### config.mk
export PLATFORM = sky130hd
export DESIGN_NAME = max_exp_collect
export DESIGN_NICKNAME = d
export VERILOG_FILES = /design/src/rtl/mac_pkg.sv /design/src/rtl/max_exp_collect.sv
export SDC_FILE = /design/constraint.sdc
export NUM_CORES = 1
export LEC_CHECK = 0
export BUFFER_PORTS_ARGS = -buffer_cell sky130_fd_sc_hd__clkbuf_2
export CAP_MARGIN = 20
export CELL_PAD_IN_SITES_DETAIL_PLACEMENT = 1
export CELL_PAD_IN_SITES_GLOBAL_PLACEMENT = 1
export CORE_UTILIZATION = 50
export DETAILED_ROUTE_END_ITERATION = 8
export PLACE_DENSITY = 0.81
export SLEW_MARGIN = 15
export SYNTH_ARGS = -nofsm -noshare
export SYNTH_HDL_FRONTEND = slang
export SYNTH_SLANG_ARGS = --single-unit
### constraint.sdc
create_clock -name clk -period 2.4 [get_ports clk]
set_input_delay 0.12 -clock clk [delete_from_list [all_inputs] [get_ports clk]]
set_output_delay 0.12 -clock clk [all_outputs]
set_load 0.03 [all_outputs]
### src/rtl/mac_pkg.sv
`default_nettype none
// ============================================================================
//  Package     : mac_pkg
//  Description : Shared widths, group size and FSM state encoding for the
//                partial-product maximum-exponent collector.
//  Revision    : 1.0 - initial release
// ============================================================================
package mac_pkg;

    // Exponent width of each product.
    localparam int EXP_W = 6;

    // Denormalised partial-product width: {sign, leading digit, 2 fraction}.
    localparam int PP_W  = 4;

    // Maximum number of partial products sharing one alignment exponent.
    localparam int GROUP = 8;

    // Collector phases: FILL gathers a group, DRAIN streams it to the aligner.
    typedef enum logic [0:0] {
        FILL  = 1'b0,
        DRAIN = 1'b1
    } state_t;

endpackage : mac_pkg
`default_nettype wire

### src/rtl/max_exp_collect.sv
`default_nettype none
// ============================================================================
//  Module      : max_exp_collect
//  Description : Buffers up to GROUP {exponent, partial product} entries,
//                tracks the group's maximum exponent while filling, then
//                replays the entries alongside that maximum so a downstream
//                aligner can shift every product against a common exponent.
//  Revision    : 1.0 - initial release
// ============================================================================
module max_exp_collect #(
    parameter int GROUP = mac_pkg::GROUP,
    parameter int EXP_W = mac_pkg::EXP_W,
    parameter int PP_W  = mac_pkg::PP_W
) (
    input  logic             clk,
    input  logic             rst,

    input  logic             in_valid,
    output logic             in_ready,
    input  logic [EXP_W-1:0] in_exp,
    input  logic [PP_W-1:0]  in_pp,
    input  logic             in_last,

    output logic             out_valid,
    input  logic             out_ready,
    output logic [EXP_W-1:0] out_exp,
    output logic [PP_W-1:0]  out_pp,
    output logic [EXP_W-1:0] out_max_exp,
    output logic             out_last
);

    import mac_pkg::*;

    // Counters must be able to hold the full group size, the buffer index
    // only needs to address GROUP slots.
    localparam int              CNT_W     = $clog2(GROUP + 1);
    localparam int              IDX_W     = (GROUP > 1) ? $clog2(GROUP) : 1;
    localparam int              ENT_W     = EXP_W + PP_W;
    localparam logic [CNT_W-1:0] LAST_SLOT = CNT_W'(GROUP - 1);

    state_t             state;
    state_t             state_next;

    logic [CNT_W-1:0]   wr_cnt;
    logic [CNT_W-1:0]   rd_cnt;
    logic [CNT_W-1:0]   count;
    logic [EXP_W-1:0]   max_exp;

    logic [ENT_W-1:0]   entry_buf [GROUP];
    logic [ENT_W-1:0]   rd_entry;

    logic               accept;
    logic               close_grp;
    logic               take;
    logic               at_last;
    logic               drain_done;

    // Handshake qualifiers; in_last only matters on an accepted entry.
    assign accept     = in_valid && (state == FILL);
    assign close_grp  = accept && (in_last || (wr_cnt == LAST_SLOT));
    assign take       = (state == DRAIN) && out_ready;
    assign at_last    = (rd_cnt == (count - 1'b1));
    assign drain_done = take && at_last;
    assign rd_entry   = entry_buf[rd_cnt[IDX_W-1:0]];

    // State register.
    always_ff @(posedge clk) begin
        if (rst) begin
            state <= FILL;
        end else begin
            state <= state_next;
        end
    end

    // Next-state: close a group on its final accept, reopen after the last
    // entry has been consumed.
    always_comb begin
        state_next = state;
        case (state)
            FILL:    if (close_grp)  state_next = DRAIN;
            DRAIN:   if (drain_done) state_next = FILL;
            default:                 state_next = FILL;
        endcase
    end

    // Outputs: data is only presented while draining and is zero otherwise.
    always_comb begin
        in_ready    = 1'b0;
        out_valid   = 1'b0;
        out_exp     = '0;
        out_pp      = '0;
        out_max_exp = '0;
        out_last    = 1'b0;
        case (state)
            FILL: begin
                in_ready = 1'b1;
            end
            DRAIN: begin
                out_valid   = 1'b1;
                out_exp     = rd_entry[ENT_W-1:PP_W];
                out_pp      = rd_entry[PP_W-1:0];
                out_max_exp = max_exp;
                out_last    = at_last;
            end
            default: begin
                in_ready = 1'b0;
            end
        endcase
    end

    // Write/read pointers, group length and the running maximum exponent.
    always_ff @(posedge clk) begin
        if (rst) begin
            wr_cnt  <= '0;
            rd_cnt  <= '0;
            count   <= '0;
            max_exp <= '0;
        end else begin
            if (accept) begin
                wr_cnt <= wr_cnt + 1'b1;
                // First entry seeds the max; later ones replace it only when
                // strictly larger, so ties keep the earlier value.
                if (wr_cnt == '0) begin
                    max_exp <= in_exp;
                end else if (in_exp > max_exp) begin
                    max_exp <= in_exp;
                end
                if (close_grp) begin
                    count  <= wr_cnt + 1'b1;
                    rd_cnt <= '0;
                end
            end
            if (drain_done) begin
                wr_cnt  <= '0;
                rd_cnt  <= '0;
                count   <= '0;
                max_exp <= '0;
            end else if (take) begin
                rd_cnt <= rd_cnt + 1'b1;
            end
        end
    end

    // Entry storage; contents are don't-care until written, so no reset.
    always_ff @(posedge clk) begin
        if (accept) begin
            entry_buf[wr_cnt[IDX_W-1:0]] <= {in_exp, in_pp};
        end
    end

endmodule : max_exp_collect
`default_nettype wire

# After elaboration in Yosys (flattened, before gate mapping)
# Memories as Yosys holds them, arrays and structs flattened. A register that Yosys moved wholly into a read port is not among the register bits.
# Index checks and enable logic that the tools add are counted.
[word_totals]
reg_bits = 19
latch_bits = 0
mem_bits_rw = 80
rom_bits = 0
inputBits = 15
output_inout_bits = 19
wordCells = 44
mem_count = 1
[mem_list]
columns = ["memory", "words", "width", "rd", "rd_clocked_by_memory_dff", "wr", "line_no", "rtl"]
rows = [
  ["entry_buf", 8, 10, 1, 1, 1, "max_exp_collect.sv:49", "logic [ENT_W-1:0] entry_buf [GROUP];"],
]
[op_classes]
n_addsub = 3
multipliers = 0
div_mod_pow = 0
order_cmp = 1
eq_ne = 2
n_shift = 0
mux = 18
n_bitwise = 1
reduce_logical = 13
[ops]
columns = ["operator", "count"]
rows = [
  ["two-way mux 6 bit", 4],
  ["two-way mux 4 bit", 4],
  ["adder 4 x 1 -> 4 bit (second input constant)", 2],
  ["two-way mux 1 bit", 7],
  ["> comparator 6 bit", 1],
  ["two-way mux 3 bit", 2],
  ["AND reduction 2 bit", 3],
  ["nonzero test 2 bit", 3],
  ["equality test 4 x 3 -> 1 bit (second input constant)", 1],
  ["equality test 4 bit", 1],
  ["logical AND 1 bit", 4],
  ["logical NOT 4 bit", 1],
  ["subtractor 4 x 1 -> 4 bit (second input constant)", 1],
  ["one-hot mux 1 bit (2 select lines)", 1],
  ["OR reduction 2 bit", 1],
  ["logical OR 1 bit", 1],
  ["inverter 1 bit", 1],
]

# Longest topological paths before layout
# Gate-level depths: netlist of the first run.
[logic_depth]
ltp_word = 8
depth_mapped = 9
ltp_nobuf = 7

# Worst setup path before layout of the first run
# No wires, ideal clock.
[synth_timing]
kind = "register -> register"
from = "reg state"
to = "mem entry_buf[0][0] in the netlist's numbering (enable)"
setup_time_ps = 403
arrival_ps = 1782
required_ps = 1997
slack_ps = 215
path_stages_with_launch = 4
path_buffers = 0
period_less_slack_ps = 2185
path_cell_list = "dfxtp_1 clkinv_1 nand2_1 nor4_1"
[synth_via]
elab_chain_cells = 4
[synth_lines]
columns = ["item", "line_no", "rtl"]
rows = [
  ["from (decl)", "max_exp_collect.sv:41", "state_t state;"],
  ["from (signal assigned)", "max_exp_collect.sv:71", "state <= state_next;"],
  ["inverter 1 bit", "-", ""],
  ["logical AND 1 bit", "max_exp_collect.sv:59", "assign accept = in_valid && (state == FILL);"],
  ["two-way mux 1 bit", "max_exp_collect.sv:146", "if (accept) begin"],
  ["two-way mux 1 bit (not written as such)", "max_exp_collect.sv:147", "entry_buf[wr_cnt[IDX_W-1:0]] <= {in_exp, in_pp};"],
  ["to (decl)", "max_exp_collect.sv:49", ""],
]
# No other way between the ends.

==> impl_results.md, run 1 <==
- Htree depth: 3
- Async S/R FF share, synth: 0%
- Peak Freq: 452 MHz
- Die height: roughly 95 um
- Hpwl dp: roughly 6300 um
- Setup bufs post-CTS: 0
- Vias in the first global route: 2639
- Final Util: 58.4%
- Synth Flop Type: edfxtp_1
- Crit Path Max Fanout: 20
- Final setup vio count: 0
- Count of cell types in the netlist: between 40 and 50
- Top post-synthesis cells by area: edfxtp_1 56%, mux4_2 10%, dfxtp_1 10%
- EDFF count, synth: 80
- Core Area: about 0.0083 sq mm
- Mapped cell area: about 0.0043 sq mm
- Outcome: finished, final reports clean
- Antenna-violating nets left: 0
- Total track usage: a little under a quarter
- Hold Startpoint: in_pp[3]
- Clock tree buffer depth: 2
- Antenna violations before repair: 0
- Slew HR: 51.4%
- Synth area leader: edfxtp_1
- Final nets: 350
- Fin crit share: about 92%
- Inserted Clock Buffers: 9
- Met2 Wirelength: slightly below 5000 um
- Max-Cap Viols: 0
- GPL Wtd Cong: roughly 0.83
- Std-Cell Rows: 33
- Startpoint types: flip-flop
- Cell Pwr Density: 693 mW/mm^2
- Worst VDD drop: between 300 and 400 uV
- Worst endpoint data arrival time: ~2100 ps
- Crit Path Class: flip-flop to output pin
- # DRC: 0
- Share of cells above drive strength 1: between 20 and 30%
- CP Capture Type: output pin
- Synthesized flop and latch total: approximately 100
- Syn Area/Cell: approximately 15 sq um
- Net Count, Synth: 304
- Final hold violation count: 0
- Met1 wire length: between 3000 and 4000 um
- Overflow after GRT: 0
- Largest net degree at the start of global routing: 21
- Global-route wire length before repair: between 10000 and 15000 um
- Die area: about 0.0090 sq mm
- CTS Sinks: ~100
- Max Clock Skew: about 11 ps
- Most common cell in the netlist: edfxtp_1
- Clk Latency, worst-skew pair: roughly 370 ps
- Root Driver: clkbuf_8
- First drt pass iteration count: 4
- HP Class: input port to flip-flop
- Critical Path RT: roughly 2300 ps
- RSZ-0062 raised after global routing: no
- Diode count: 0
- Worst-Margin Slew: 728 ps
- Area delta synth->final: 12.1%
- Worst r2r src: wr_cnt[0]
- Boundary Pins: 34
- TNS Setup: 0 ps
- Drt total wl: 9290 um
- Routed wl met3: ~360 um
- Top layer in use: met4
- Yosys warnings: 0
- Fin. max-slew vios: 0
- CTS tree: built
- Die X: ~95 um
- Top cell type's share of synthesized area: 55.6%
- Syn Inst Count: ~280
- Cts hold-fix bufs: 1
- Synth top cells by count: 80 x edfxtp_1, 31 x nor2_1, 22 x dfxtp_1
- Wire per inst: roughly 21 um
- Seq/Total Area, Yosys: around two thirds
- Leakage: approximately 0.0016 uW
- Post-CTS Resized: 0
- Initial drt markers: ~160
- Via Count: approximately 2500
- I/O Buffers: 33
- Vias/cell: between 5 and 6
- Fin crit period: 2210 ps
- Clk slew on worst S/H paths: roughly 100 ps
- Initial core utilization: 52.0%
[state kept, by name (all words and copies together) (netlist names), named ones only]
register,count
count,4
rd_cnt,4
max_exp,6
entry_buf,80
state,1
wr_cnt,4
[area by class of cell]
cell class              count  area, sq um
clock buffers              10          138
clock inverters             6         53.8
fillers                   804         3460
inverters                  11         41.3
multi-input cells         154         1360
flip-flops and latches    102         2840
well taps                 105          131
repair buffers             47          273
[metrics by stage]
step | setup WS, ps | hold WS [ps] | std cells | total power, uW | instance area [sq um]
2_1_floorplan | 215 | 199 | 279 | 2240 | 4320
3_3_place_gp | 589 | 305 | 418 | 2330 | 4640
3_5_place_dp | 468 | 313 | 418 | 2360 | 4640
4_1_cts | 124 | 15.0 | 435 | 3380 | 4840
5_1_grt | 34.0 | 28.5 | 435 | 3470 | 4840
6_report | 189 | 24.5 | 435 | 3350 | 4840
[worst max-delay path, stage by stage (launching register included)]
cell and delay (ps):
dfxtp_1 340, buf_4 380, mux4_2 570, mux2i_1 150, nor2_1 80, clkbuf_2 190
[power breakdown]
part | internal, uW | total (uW) | switching (uW) | leakage [uW]
Sequential | 1950 | 1990 | 32.0 | 0.000905
Combinational | 128 | 324 | 196 | 0.000636
Clock | 424 | 1040 | 620 | 0.0000968
[cells in the final DEF, fill, tap and decap left out, types with 2 or more instances in the layout]
cell | synthesis | layout
nand2_1 | 12 | 12
inv_8 | 0 | 2
clkbuf_2 | 0 | 33
nand3_1 | 3 | 3
inv_1 | 10 | 10
o21ai_0 | 8 | 8
edfxtp_1 | 80 | 80
mux2i_1 | 10 | 10
xnor2_1 | 9 | 9
clkinv_4 | 0 | 2
a21oi_2 | 5 | 5
nor3_1 | 5 | 5
a211oi_1 | 4 | 4
ha_1 | 10 | 10
buf_4 | 1 | 13
xor2_1 | 2 | 2
nand4_1 | 5 | 5
dfxtp_1 | 22 | 22
a21oi_1 | 7 | 7
clkbuf_8 | 0 | 10
mux4_2 | 20 | 20
nor2_1 | 31 | 31
[routing by layer]
layer | global-route usage [%] | vias up
met1 | 27.8 | 1268
met5 | 0 | -
met3 | 3.38 | 15
met4 | 11.7 | 0
li1 | - | 1156
met2 | 40.0 | 60
[logic make-up after synthesis]
family | after synthesis | share of synthesized area [%]
flip-flops | 102 | 65.8
AND/OR/NAND/NOR | 71 | 8.46
AO/OA/AOI/OAI | 31 | 4.84
multiplexers | 31 | 13.0
buffers and inverters | 23 | 2.75
XOR/XNOR | 11 | 2.23
adder cells (fa/ha/maj) | 10 | 2.90
[worst paths after layout]
check | to | slack (ps) | cells after the start
worst min register to register | max_exp[5] | 500 | 2
worst max register to register | max_exp[2] | 440 | 7
worst max-delay path | out_exp[5] | 190 | 5
worst min-delay path | entry_buf[3][3] | 20 | 1
Note: power is estimated with default switching activity, not from simulation.
==> inputs of run 2 (changes only) <==
--- a/config.mk
+++ b/config.mk
@@ -9,10 +9,9 @@
 export CAP_MARGIN = 20
 export CELL_PAD_IN_SITES_DETAIL_PLACEMENT = 1
 export CELL_PAD_IN_SITES_GLOBAL_PLACEMENT = 1
-export CORE_UTILIZATION = 50
+export CORE_UTILIZATION = 54
 export DETAILED_ROUTE_END_ITERATION = 8
-export PLACE_DENSITY = 0.81
-export SLEW_MARGIN = 15
+export PLACE_DENSITY = 0.86
 export SYNTH_ARGS = -nofsm -noshare
 export SYNTH_HDL_FRONTEND = slang
 export SYNTH_SLANG_ARGS = --single-unit
==> constraint.sdc (replaced) <==
create_clock -name clk -period 2.8 [get_ports clk]
set_input_delay 0.14 -clock clk [delete_from_list [all_inputs] [get_ports clk]]
set_output_delay 0.14 -clock clk [all_outputs]
set_load 0.03 [all_outputs]
==> run 2 against run 1 <==
Die area is 7.2% lower. Sequential power shrank 15%. Design area up 0.88%. Hold slack better by 38 ps. Non-clock buffer count unchanged. Clock power is 5% higher. Critical path type unchanged. Highest routed layer unchanged.
==> impl_results.md, run 2 (synthesis results as in run 1) <==
- First drt pass iteration count: 4 (unchanged)
- Overflow after GRT: 0 (unchanged)
- Die area: 0.00836 sq mm (-7.2%)
- Max Clock Skew: 8.28 ps (-2.40 ps)
- Post-route cell area: 0.00489 sq mm (+0.88%)
- Setup crit start: state
- Final WS setup: 608 ps (+419 ps)
- Reg2Reg Depth: 7 (unchanged)
- Final nets: 350 (unchanged)
- CP Capture Type: output pin
- Hold Startpoint: in_pp[3]
- Slew HR: 51.5% (about the same)
- Htree depth: 3 (unchanged)
- Die X: 91.4 um (-3.7%)
- Worst r2r src: wr_cnt[0]
- Crit Path Max Fanout: 10 (-50%)
- Setup bufs post-CTS: 0 (unchanged)
- Clock tree buffer depth: 2 (unchanged)
- Outcome: finished, final reports clean
- Worst R2R Setup Slack: 780 ps (+340 ps)
- Max-Cap Viols: 0 (unchanged)
- Worst VDD drop: 332 uV (+10%)
- Die height: 91.4 um (-3.7%)
- TNS Setup: 0 ps (unchanged)
- Antenna-violating nets left: 0 (unchanged)
- Root Driver: clkbuf_8
- WHS: 62.1 ps (+37.6 ps)
- Std-Cell Rows: 32 (-3.0%)
- GPL Wtd Cong: 0.793 (-4.3%)
- Cell Pwr Density: 629 mW/mm^2 (-9.2%)
- Share of cells above drive strength 1: 28.8% (-0.61 points)
- Drt total wl: 9520 um (+2.5%)
- Via Count: 2496 (-0.12%)
- Diode count: 0 (unchanged)
- Total track usage: 25.3% (+2.3 points)
- Peak Freq: roughly 460 MHz
- Most frequent cells in the layout: 80 x edfxtp_1, 33 x clkbuf_2, 31 x nor2_1
- Post-CTS Resized: 0 (unchanged)
- Largest net degree at the start of global routing: 21 (unchanged)
- Worst endpoint data arrival time: 2050 ps (-40 ps)
- Area delta synth->final: 13.1%
- Final setup vio count: 0 (unchanged)
- Vias/cell: 5.78 (+0.57%)
- Critical Path RT: 2660 ps (+380 ps)
- Initial core utilization: 55.9% (+3.9 points)
- RSZ-0062 raised after global routing: no
- # DRC: 0 (unchanged)
- Inserted Clock Buffers: 9 (unchanged)
- HP Class: input port to flip-flop
- Area after DPL: 0.00464 sq mm (about the same)
- Initial drt markers: 131 (-16%)
- Worst setup path end: out_exp[1]
- Boundary Pins: 34 (unchanged)
- Clk Latency, worst-skew pair: 360 ps (about the same)
- Global-route wire length before repair: 15100 um (+4.9%)
- Fin crit period: between 2000 and 2500 ps
- Hpwl dp: 6240 um (-0.55%)
- I/O Buffers: 33 (unchanged)
- Leakage: 0.00165 uW (+1.1%)
- Crit Path Class: flip-flop to output pin
- Core Area: 0.00773 sq mm (-6.9%)
- FF-to-FF End: max_exp[3]
- CTS Sinks: 102 (unchanged)
- Vias in the first global route: 2690 (+1.9%)
- Leading cell type in the layout, fill and taps excluded: edfxtp_1
- Worst-Margin Slew: 727 ps (-0.708 ps)
- Fin crit share: approximately four fifths
- Dpl ws: 836 ps (+367 ps)
- Max reg flops: 80 (unchanged)
- Final hold violation count: 0 (unchanged)
- Clk slew on worst S/H paths: 90 ps (about the same)
- Tot Pwr: 3070 uW (-8.4%)
- CTS tree: built
- Startpoint types: flip-flop
- Antenna violations before repair: 0 (unchanged)
- Fin. max-slew vios: 0 (unchanged)
- Wire per inst: 22.0 um (+3.2%)
run 2: cell types whose count changed in the layout (fill, tap and decap cells not counted), sizes merged:
cell / previous run / this run
bufinv: 0 / 3
inv: 13 / 10
run 2: worst min path at each step:
| stage | to | slack, ps | cells past startpoint |
|---|---|---|---|
| finish | entry_buf[2][3] | 60 | 1 |
| global route | entry_buf[1][3] | 60 | 1 |
| CTS | entry_buf[1][3] | 50 | 1 |
| detailed placement | state | 330 | 2 |
| global placement | state | 330 | 2 |
| floorplan | state | 220 | 1 |
run 2: layout make-up:
| cell class | instances | area (sq um) |
|---|---|---|
| clock buffers | 10 | 128 |
| well taps | 102 | 128 |
| flip-flops and latches | 102 | 2840 |
| inverters | 11 | 41.3 |
| fillers | 745 | 2840 |
| repair buffers | 47 | 273 |
| clock inverters | 6 | 110 |
| multi-input cells | 154 | 1360 |
run 2: repair_timing:
| action | in CTS | in global routing |
|---|---|---|
| setup endpoints to repair | 0 | 0 |
| hold endpoints to repair | 1 | 0 |
| hold buffers | 1 | 0 |
run 2: per-layer routing:
metal | global-route usage, % | routed length, um
met1 | 32.1 | 4130
met2 | 42.9 | 4890
met3 | 5.03 | 301
met4 | 9.66 | 191
met5 | 0 | 0
run 2: report_power, final:
| group | switching (uW) | internal [uW] |
|---|---|---|
| Clock | 497 | 593 |
| Combinational | 171 | 109 |
| Sequential | 27.2 | 1680 |
run 2: critical path, stage by stage (launching register included):
cell	delay [ps]
dfxtp_1	530
clkinv_1	450
buf_4	340
nor2_1	150
clkbuf_2	220
run 2: per-stage QoR:
step / cells / util [%]
floorplan: 279 / -
global placement: 415 / 60.0
detailed placement: 415 / 60.0
CTS: 432 / 63.2
global route: 432 / 63.2
finish: 432 / 63.2
==> inputs of run 3 (changes only) <==
--- a/config.mk
+++ b/config.mk
@@ -9,9 +9,9 @@
 export CAP_MARGIN = 20
 export CELL_PAD_IN_SITES_DETAIL_PLACEMENT = 1
 export CELL_PAD_IN_SITES_GLOBAL_PLACEMENT = 1
-export CORE_UTILIZATION = 54
+export CORE_UTILIZATION = 45
 export DETAILED_ROUTE_END_ITERATION = 8
-export PLACE_DENSITY = 0.86
+export PLACE_DENSITY = 0.77
 export SYNTH_ARGS = -nofsm -noshare
 export SYNTH_HDL_FRONTEND = slang
 export SYNTH_SLANG_ARGS = --single-unit
==> constraint.sdc (replaced) <==
create_clock -name clk -period 1.95 [get_ports clk]
set_input_delay 0.0975 -clock clk [delete_from_list [all_inputs] [get_ports clk]]
set_output_delay 0.0975 -clock clk [all_outputs]
set_load 0.03 [all_outputs]
==> run 3 against run 2 <==
The run now ends with negative setup slack left. Final cell count grew 8.3%. Via count grew 1.4%. Non-clock buffer count grew 9. Total power grew 34%. Largest power group unchanged. Design area grew 3.5%. Hold slack lost 42 ps. Sequential power grew 44%. Critical endpoint is now out_exp[3].
==> impl_results.md, run 3 (synthesis results as in run 1) <==
- Outcome: complete, but fails checks
- Failing checks: negative setup slack
- RSZ-0062 raised after global routing: yes
- Antenna violations before repair: 0 (unchanged)
- Worst VDD drop: 325 uV (-1.9%)
- Antenna-violating nets left: 0 (unchanged)
- Wire per inst: 19.5 um (-12%)
- Global-route wire length before repair: 14400 um (-5.2%)
- Largest net degree at the start of global routing: 21 (unchanged)
- Via Count: 2530 (+1.4%)
- GPL Wtd Cong: 0.800 (+0.95%)
- Crit Path Max Fanout: 5 (-5)
- Peak Freq: approximately 500 MHz
- Crit Path Class: flip-flop to output pin
- Critical Path RT: 1850 ps (-810 ps)
- Initial drt markers: 89 (-32%)
- Fin crit period: around 2000 ps
- Cell Pwr Density: 813 mW/mm^2 (+29%)
- Boundary Pins: 34 (unchanged)
- Final setup vio count: 2 (+2)
- Die area: 0.00999 sq mm (+20%)
- Final hold violation count: 0 (unchanged)
- # fillers: 939 (+26%)
- WHS: 19.9 ps (-42.2 ps)
- Clk slew on worst S/H paths: 110 ps (+20 ps)
- Diode count: 0 (unchanged)
- Critical Path Max Stage Delay: 490 ps (-40 ps)
- Max Clock Skew: 13.0 ps (+4.77 ps)
- Clock power share: 29.7% (-5.8 points)
- Slew HR: 70.9% (+19 points)
- Max-Cap Viols: 0 (unchanged)
- Seq pwr share: 59.4% (+4.0 points)
- I/O Buffers: 33 (unchanged)
- Share of power burned in combinational logic: 10.9% (+1.8 points)
- CTS tree: built
- HP Class: input port to flip-flop
- Std-Cell Rows: 35 (+9.4%)
- Switching Share: 25.1% (+2.4 points)
- Clk Latency, worst-skew pair: 360 ps (about the same)
- Vias/cell: 5.41 (-6.4%)
- Total track usage: 19.7% (-5.6 points)
- Tot Pwr: 4110 uW (+34%)
- # DRC: 0 (unchanged)
- Fin. max-slew vios: 0 (unchanged)
- CTS Sinks: 102 (unchanged)
- Initial core utilization: 46.5% (-9.4 points)
- Worst endpoint data arrival time: 1860 ps (-190 ps)
- Die X: 100 um (+9.3%)
- Drt total wl: 9120 um (-4.1%)
- Clock tree buffer depth: 2 (unchanged)
- Leading cell type in the layout, fill and taps excluded: edfxtp_1
- First drt pass iteration count: 4 (unchanged)
- Area delta synth->final: 17.1%
- Share of cells above drive strength 1: 33.6% (+4.8 points)
- CP max-delay cell: mux4_2
- Inserted Clock Buffers: 9 (unchanged)
- Worst-Margin Slew: 435 ps (-292 ps)
- Root Driver: clkbuf_8
- Leakage: 0.00173 uW (+4.3%)
- CP Capture Type: output pin
- Core Area: 0.00928 sq mm (+20%)
- Fin crit share: 100%
- Overflow after GRT: 0 (unchanged)
- Vias in the first global route: 2600 (-3.3%)
- Final WS setup: -8.07 ps (-617 ps)
- Max reg flops: 80 (unchanged)
- Htree depth: 3 (unchanged)
- Die height: 100 um (+9.3%)
- Startpoint types: flip-flop
- Worst path cell trace: clkbuf_16 > mux4_2 > mux2i_1 > nor2_1 > clkbuf_8
- Final nets: 359 (+2.6%)
- Sw Pwr: 1030 uW (+48%)
- Hpwl dp: 6050 um (-3.2%)
- Most frequent cells in the layout: 80 x edfxtp_1, 31 x nor2_1, 23 x buf_4
- Int Power: 3080 uW (+30%)
run 3: per-layer routing:
metal | vias up | routed length, um | track usage, %
met1 | 1282 | 4150 | 27.3
met3 | 7 | 344 | 3.20
li1 | 1171 | - | -
met5 | - | 0 | 0
met2 | 70 | 4550 | 31.9
met4 | 0 | 85 | 6.47
run 3: timing repair:
action	CTS	global route
gates cloned	1	1
hold endpoints to repair	1	0
pin swaps	0	6
resized for setup	12	17
endpoints found under the setup margin	10	17
setup buffers	0	1
hold buffers	1	0
run 3: final timing paths:
kind	from	to	slack, ps	cells after the start
worst min register to register	max_exp[5]	max_exp[5]	500	2
worst max register to register	count[1]	count[0]	120	9
worst max-delay path	flip-flop	out_exp[3]	-8	5
worst min-delay path	in_pp[0]	entry_buf[0][0]	20	1
run 3: power by group through the flow:
stage	sequential, uW	clock (uW)	combinational (uW)
2_1_floorplan	2480	0	281
3_3_place_gp	2480	0	408
3_5_place_dp	2490	0	423
4_1_cts	2440	1250	438
5_1_grt	2450	1340	491
6_report	2440	1220	448
run 3: area by class of cell:
class,instances,area [sq um],share of cell area (%)
repair buffers,56,435,8.61
multi-input cells,154,1390,27.5
flip-flops and latches,102,2850,56.3
inverters,11,41.3,0.817
clock buffers,9,124,2.45
clock inverters,7,55.1,1.09
well taps,129,161,3.19
run 3: metrics by stage:
step	setup TNS, ps	cell area, sq um	setup WS [ps]	std cells	util [%]
6_report	-12.9	5060	-8.07	468	54.5
5_1_grt	-680	5060	-92.7	468	54.5
4_1_cts	-132	5000	-63.7	466	53.8
3_5_place_dp	0	4750	118	448	51.1
3_3_place_gp	0	4750	182	448	51.1
2_1_floorplan	0	4330	2.20	279	-
run 3: worst max-delay path, delay by kind of cell, from the launching register on:
family	cells	cell delay, ps
simple gates	1	80
mux	2	670
buf+inv	2	340
flops	1	420
